File: src/rtl/ttl_hex_debounce.sv
// Six-channel synchroniser + stability-counter debouncer with clean level and edge strobes.
// Optional macro TTL_TIMING_EN adds 74LS-style min:typ:max delays on the outputs.
module ttl_hex_debounce #(
    parameter int SYNC_STAGES     = 2,
    parameter int DEBOUNCE_CYCLES = 4
) (
    input  logic       CLK,
    input  logic       CLR,
    input  logic [5:0] A,
    output logic [5:0] Q,
    output logic [5:0] RISE,
    output logic [5:0] FALL,
    output logic       ANY
);
    localparam int CNT_W = $clog2(DEBOUNCE_CYCLES + 1);
    localparam logic [CNT_W-1:0] CNT_LAST = CNT_W'(DEBOUNCE_CYCLES - 1);

    logic [5:0]       r_sync [SYNC_STAGES];
    logic [CNT_W-1:0] r_cnt  [6];
    logic [5:0]       r_q;
    logic [5:0]       r_rise;
    logic [5:0]       r_fall;
    logic             r_any;

    logic [5:0]       w_s;
    logic [CNT_W-1:0] w_cnt_nxt [6];
    logic [5:0]       w_q_nxt;
    logic [5:0]       w_rise_nxt;
    logic [5:0]       w_fall_nxt;

    assign w_s = r_sync[SYNC_STAGES-1];

    always_ff @(posedge CLK or posedge CLR) begin
        if (CLR) begin
            for (int k = 0; k < SYNC_STAGES; k++) r_sync[k] <= '0;
        end else begin
            r_sync[0] <= A;
            for (int k = 1; k < SYNC_STAGES; k++) r_sync[k] <= r_sync[k-1];
        end
    end

    // Counter only advances while S disagrees with Q, so it tops out at CNT_LAST and never wraps.
    always_comb begin
        w_q_nxt    = r_q;
        w_rise_nxt = '0;
        w_fall_nxt = '0;
        for (int i = 0; i < 6; i++) begin
            w_cnt_nxt[i] = '0;
            if (w_s[i] != r_q[i]) begin
                if (r_cnt[i] == CNT_LAST) begin
                    w_q_nxt[i]    = w_s[i];
                    w_rise_nxt[i] = w_s[i];
                    w_fall_nxt[i] = ~w_s[i];
                end else begin
                    w_cnt_nxt[i] = r_cnt[i] + CNT_W'(1);
                end
            end
        end
    end

    always_ff @(posedge CLK or posedge CLR) begin
        if (CLR) begin
            for (int i = 0; i < 6; i++) r_cnt[i] <= '0;
            r_q    <= '0;
            r_rise <= '0;
            r_fall <= '0;
            r_any  <= 1'b0;
        end else begin
            for (int i = 0; i < 6; i++) r_cnt[i] <= w_cnt_nxt[i];
            r_q    <= w_q_nxt;
            r_rise <= w_rise_nxt;
            r_fall <= w_fall_nxt;
            r_any  <= |(w_rise_nxt | w_fall_nxt);
        end
    end

`ifdef TTL_TIMING_EN
    assign #(0:9:15, 0:10:15) Q    = r_q;
    assign #(0:9:15, 0:10:15) RISE = r_rise;
    assign #(0:9:15, 0:10:15) FALL = r_fall;
    assign #(0:9:15, 0:10:15) ANY  = r_any;
`else
    assign Q    = r_q;
    assign RISE = r_rise;
    assign FALL = r_fall;
    assign ANY  = r_any;
`endif

endmodule

File: config.mk
export PLATFORM = sky130hd
export DESIGN_NAME = ttl_hex_debounce
export DESIGN_NICKNAME = d
export VERILOG_FILES = /design/src/rtl/ttl_hex_debounce.sv
export SDC_FILE = /design/constraint.sdc
export NUM_CORES = 1
export LEC_CHECK = 0
export CAP_MARGIN = 0
export CORE_MARGIN = 8
export CORE_UTILIZATION = 47
export DETAILED_ROUTE_END_ITERATION = 12
export GPL_ROUTABILITY_DRIVEN = 0
export PLACE_DENSITY_LB_ADDON = 0.3
export SLEW_MARGIN = 5
export SYNTH_ARGS = -nofsm -noshare
export SYNTH_HDL_FRONTEND = slang
export SYNTH_SLANG_ARGS = --single-unit
File: constraint.sdc
create_clock -name CLK -period 1.6 [get_ports CLK]
set_input_delay 0.4 -clock CLK [delete_from_list [all_inputs] [get_ports CLK]]
set_output_delay 0.4 -clock CLK [all_outputs]
set_load 0.01 [all_outputs]
==> results.md, run 1 <==
* Initial Utilization at 48.7%
* Post-DR vias/cell at roughly 4.9
* Synth warn at 0
* Final hold violation count at 0
* PnR worst setup slack at 0.0474 ns
* Clk_lat worst skew at 0.29 ns
* Residual DRC at 0
* Critical Path RT at 1.20 ns
* Netlist cell types at 18
* Num CTS Buffers at 5
* Total GRT Usage at under 10%
* Vias in the first global route at 1,083
* Reg2reg start: Q[4]
* Seq/Total Area, Yosys at ~69%
* Min-Delay Endpoint: w_s[0]
* Worst vdd ir at 0.000815 V
* Synthesized area at 0.00177 mm²
* Core area at between 0.003 and 0.004 mm²
* R2R cell count at 4
* Final Cycle Share at 97.0%
* Total gr overflow at 0
* DRT Pass-1 Iters at 4
* Arrival time worst endpoint at around 1.2 ns
* Final WL at 2.74 mm
* Initial antenna violation count at 0
* CP max FO at 1
* CP top delay family: buffers and inverters
* Clk sinks at 49
* Max-cap viol count at 0
* Setup violators final at 0
* Largest net degree at the start of global routing at 50
* Worst setup SP type: flop
* PortBufs at 26
* Fin. max-slew vios at 0
* DP Worst Slack at 0.194 ns
* Slew @ Worst Pin at 0.247 ns
* Most frequent cells in the layout: dfrtp_1 (47), nor3b_1 (18), clkdlybuf4s50_1 (16)
* DIE AREA at 0.00599 mm²
* Layout cell share with drive strength beyond 1 at 17.2%
* First-pass GRT wire length at approximately 4.8 mm
* CTS tree: yes
* Via count at around 1.0k
* Reg-to-reg critical path endpoint: ANY
* Cell Pwr Density at 1460 mW/mm²
* RSZ-0062 raised after global routing: false
* Avg Inst Size Synth at between 15 and 20 µm²
* Die width at 77.4 µm
* Slowest stage cell, crit path: clkdlybuf4s50_1
* Async set-or-reset flop fraction in the synthesized netlist at 100%
* Max Root-Sink Buffers at 2
* DIE HEIGHT at 77.4 µm
* Root Buffer: clkbuf_8
* WL/cell at 13.3 µm
* Ys flop type: dfrtp_1
* Hold_sp: r_sync[6]
* Critical path endpoint category: output pin
* Most common cell after layout, fill and taps aside: dfrtp_1
* Fin nets at 172
* Clock-pin slew on the worst setup and hold paths at 0.08 ns
* DR iter-0 viols at 26
* Seq cells post-synth at 49
* Leakage Power at 1.15 nW
* # rows at 22
* Crit-path max cell delay at 0.54 ns
* CP Buf/Inv Count at 1
* Worst clock skew at 0.00584 ns
* Worst hold stages at 0
* Worst path cell trace: clkdlybuf4s50_1
* R2R Setup Slk at about 0.24 ns
* Synth-to-layout area growth at 26.9%
* Number of flops mapped to enable cells by yosys at 0
* Placed cell area at 0.00213 mm²
* H-tree Lvls at 2
* Min Tclk post-route at 1.55 ns
* Design area at 0.00225 mm²
* CTS Hold Bufs at 0
* Mapped Nets at 132
* Ant diodes at 0
* HP Class: reg2reg
* Outcome: finished, final reports clean
* Cells after synthesis at 118
* Post-route ant nets at 0
* Total Power at 3.28 mW
* Fin Setup TNS at 0 ns
* Fmax at 0.644 GHz
* Critical path class: reg2out
* Worst slew margin at 83.5%
* # IOs at 27
## metrics by stage
step	hold slack, ns	util [%]	cells
final	0.350	61.8	205
after global routing	0.359	61.8	205
after CTS	0.353	61.3	205
after detailed placement	0.335	58.7	196
after global placement	0.332	58.7	196
after floorplan	0.331	-	118
## how the worst max path moves through the flow
stage	cells after the start	from	slack, ns	to
floorplan	1	CLR	0.03	ANY
global placement	1	Q[2]	0.22	Q[2]
detailed placement	1	Q[3]	0.19	Q[3]
CTS	1	Q[1]	0.0001	Q[1]
global route	1	FALL[5]	0.005	FALL[5]
finish	1	RISE[3]	0.05	RISE[3]
## synthesized netlist by cell type, types with 4 or more instances
cell type   n  area share [%]
ha_1        6             4.2
and3_1      4             1.4
xor2_1      4             2.0
nor2_1      4            0.85
nor3b_1    18             7.6
dfrtp_1    49              69
nand2b_1    5             1.8
mux2_2      6             3.8
nand2_1     4            0.85
## repair_timing
item | CTS | global route
buffers inserted | 3 | 0
setup endpoints to repair | 6 | 7
pin swaps | 0 | 0
gates resized for setup | 5 | 7
## layer usage
| metal | vias up | global-route usage (%) | wire, µm |
|---|---|---|---|
| met2 | 23 | 16.4 | 1360 |
| met1 | 500 | 9.77 | 1110 |
| met5 | - | 0 | 0 |
| met4 | 0 | 5.09 | 29 |
| li1 | 481 | - | - |
| met3 | 6 | 5.18 | 234 |
## power breakdown
group          leakage, nW  switching, mW  total (mW)  internal, mW
registers            0.628          0.145        1.63          1.48
logic                0.481          0.457        1.02         0.566
clock network       0.0399          0.345       0.633         0.288
total                 1.15          0.947        3.28          2.34
## kinds of logic after synthesis
kind of cell / count (synthesis) / share of synthesized area, %
compound gates: 3 / 1.06
simple gates: 41 / 14.8
fa+ha+maj: 6 / 4.24
mux: 6 / 3.82
buf+inv: 3 / 0.636
xor+xnor: 10 / 6.22
flops: 49 / 69.3
## area by class of cell
| cell class | instances | area [µm²] |
|---|---|---|
| Fill cell | 303 | 1390 |
| Sequential cell | 49 | 1230 |
| Multi-Input combinational cell | 66 | 533 |
| Timing Repair Buffer | 33 | 339 |
| Clock buffer | 5 | 68.8 |
| Tap cell | 48 | 60.1 |
| Inverter | 3 | 11.3 |
| Clock inverter | 1 | 5.00 |
## state kept, by name, indices dropped and copies added, names as in the netlist
name / cells
Q: 6
r_cnt: 18
r_sync: 6
ANY: 1
FALL: 6
w_s: 6
RISE: 6
Note: power is estimated with default switching activity, not from simulation.
==> inputs of run 2 (changes only) <==
==> constraint.sdc (replaced) <==
create_clock -name CLK -period 1.6 [get_ports CLK]
set_input_delay 0.4 -clock CLK [delete_from_list [all_inputs] [get_ports CLK]]
set_output_delay 0.4 -clock CLK [all_outputs]
set_load 0.02 [all_outputs]
==> results.md, run 2 (synthesis gave the netlist of run 1 again) <==
* Min Tclk post-route at 1.40 ns (was 1.55 ns)
* Total gr overflow at 0 (unchanged)
* Reg-to-reg critical path endpoint: ANY (unchanged)
* Core area at 0.00363 mm² (unchanged)
* Max Root-Sink Buffers at 2 (unchanged)
* Post-DR vias/cell at 4.84 (was 4.93)
* R2R cell count at 4 (unchanged)
* Post-route ant nets at 0 (unchanged)
* Min-Delay Endpoint: w_s[1] (was w_s[0])
* # rows at 22 (unchanged)
* Num CTS Buffers at 5 (unchanged)
* WL/cell at 13.3 µm (about the same)
* CTS Hold Bufs at 0 (unchanged)
* # IOs at 27 (unchanged)
* Largest Register: r_cnt (unchanged)
* Residual DRC at 0 (unchanged)
* Inst Count DP at 202 (was 196)
* First-pass GRT wire length at 5.02 mm (was 4.75 mm)
* Worst setup SP type: flop (unchanged)
* Initial antenna violation count at 0 (unchanged)
* CP top delay family: simple AND/OR/NAND/NOR gates (was buffers and inverters)
* R2R Setup Slk at 0.20 ns (was 0.24 ns)
* Most frequent cells in the layout: dfrtp_1 (49), dlygate4sd2_1 (19), nor3b_1 (18) (was dfrtp_1 (47), nor3b_1 (18), clkdlybuf4s50_1 (16))
* Critical Path RT at 1.77 ns (was 1.20 ns)
* Final WL at 2.77 mm (was 2.74 mm)
* Crit-path max cell delay at 0.39 ns (was 0.54 ns)
* PortBufs at 26 (unchanged)
* Synth-to-layout area growth at 27.3% (was 26.9%)
* Critical path class: reg2reg (was reg2out)
* Clk sinks at 49 (unchanged)
* DP Wirelength at roughly 2.1 mm
* RSZ-0062 raised after global routing: false (unchanged)
* Final Cycle Share at 87.4% (was 97.0%)
* Initial Utilization at 48.7% (unchanged)
* Fin Setup TNS at 0 ns (unchanged)
* Max FFs per register at 18 (unchanged)
* H-tree Lvls at 2 (unchanged)
* Final hold violation count at 0 (unchanged)
* Critical path endpoint category: flop (was output pin)
* Layout cell share with drive strength beyond 1 at 17.4% (was 17.2%)
* Clock-pin slew on the worst setup and hold paths at 0.08 ns (about the same)
* Worst vdd ir at 0.000730 V (was 0.000815 V)
* Outcome: finished, final reports clean (unchanged)
* Leakage Power at 1.14 nW (was 1.15 nW)
* Largest net degree at the start of global routing at 20 (was 50)
* HP Class: reg2reg (unchanged)
* Worst slew margin at 75.7% (was 83.5%)
* Total GRT Usage at 10.7% (was 9.84%)
* Instance count on the critical path at 4 (was 1)
* DIE HEIGHT at 77.4 µm (unchanged)
* Die width at 77.4 µm (unchanged)
* Setup violators final at 0 (unchanged)
* DR iter-0 viols at 29 (was 26)
* CTS tree: yes (unchanged)
* DRT Pass-1 Iters at 4 (unchanged)
* Worst hold stages at 0 (unchanged)
* Cell Pwr Density at 1520 mW/mm² (was 1460 mW/mm²)
* CP Buf/Inv Count at 0 (was 1)
* Hold_sp: r_sync[7] (was r_sync[6])
* Fmax at 0.715 GHz (was 0.644 GHz)
* Root Buffer: clkbuf_8 (unchanged)
* Max-cap viol count at 0 (unchanged)
* Clk_lat worst skew at 0.29 ns (about the same)
* CP max FO at 5 (was 1)
* Reg2reg start: r_cnt[3] (was Q[4])
* Worst clock skew at 0.00329 ns (was 0.00584 ns)
* Most common cell after layout, fill and taps aside: dfrtp_1 (unchanged)
* Ant diodes at 0 (unchanged)
* Final design utilization at 62.0% (was 61.8%)
* Vias in the first global route at 1,078 (was 1,083)
* Fin. max-slew vios at 0 (unchanged)
* Fin nets at 175 (was 172)
* Via count at 1,012 (was 1,010)
* Worst path cell trace: ha_1 > nand2b_1 > o22ai_1 > or3_1 (was clkdlybuf4s50_1)
* DIE AREA at 0.00599 mm² (unchanged)
* Non-Filler Instances at 209 (was 205)
* Slew @ Worst Pin at 0.364 ns (was 0.247 ns)
* Arrival time worst endpoint at 1.57 ns (was 1.15 ns)
* Slowest stage cell, crit path: dfrtp_1 (was clkdlybuf4s50_1)
-- run 2: cell count changes in the layout (fill, tap and decap cells not counted), sizes merged --
cell / delta
clkbuf: +2
dlymetal6s2s: -7
dlygate4sd2: +16
buf: +3
clkdlybuf4s50: -9
clkinv: -1
-- run 2: layout make-up --
cell class                      instances  area [µm²]
Fill cell                             334        1380
Tap cell                               48        60.1
Clock buffer                            7        86.3
Multi-Input combinational cell         66         533
Timing Repair Buffer                   36         337
Sequential cell                        49        1230
Inverter                                3        11.3
-- run 2: report_power, final --
group	internal, mW	switching [mW]
sequential	1.48	0.112
clock	0.343	0.354
combinational	0.565	0.570
total	2.39	1.04
-- run 2: layer usage --
metal,vias up,share of wire (%),track usage (%)
met4,0,0.79,4.53
met2,24,53,17.2
met5,-,0,0
met3,3,9.0,6.91
met1,504,38,10.8
li1,481,-,-
-- run 2: worst max-delay path by stage --
stage             start    to
2_1_floorplan       CLR   ANY
3_3_place_gp   r_cnt[3]   ANY
3_5_place_dp   r_cnt[3]   ANY
4_1_cts            Q[5]  Q[5]
5_1_grt        r_cnt[3]   ANY
6_report       r_cnt[3]   ANY
-- run 2: worst reg2reg max path: stages, from the launching register on --
cell      delay [ns]
dfrtp_1         0.39
ha_1            0.22
nand2b_1        0.18
o22ai_1         0.13
or3_1           0.36
-- run 2: metrics by stage --
step	power, mW	hold WS (ns)	worst slack [ns]	area [µm²]
floorplan	2.33	0.331	0.0272	1770
global placement	2.78	0.335	0.264	2190
detailed placement	2.85	0.337	0.201	2190
CTS	3.48	0.355	0.181	2250
global route	3.67	0.364	0.124	2250
finish	3.42	0.354	0.201	2250
-- run 2: timing repair --
| action | in CTS | in global routing |
|---|---|---|
| resized for setup | 19 | 0 |
| setup endpoints to repair | 19 | 0 |
| setup buffers | 0 | 0 |
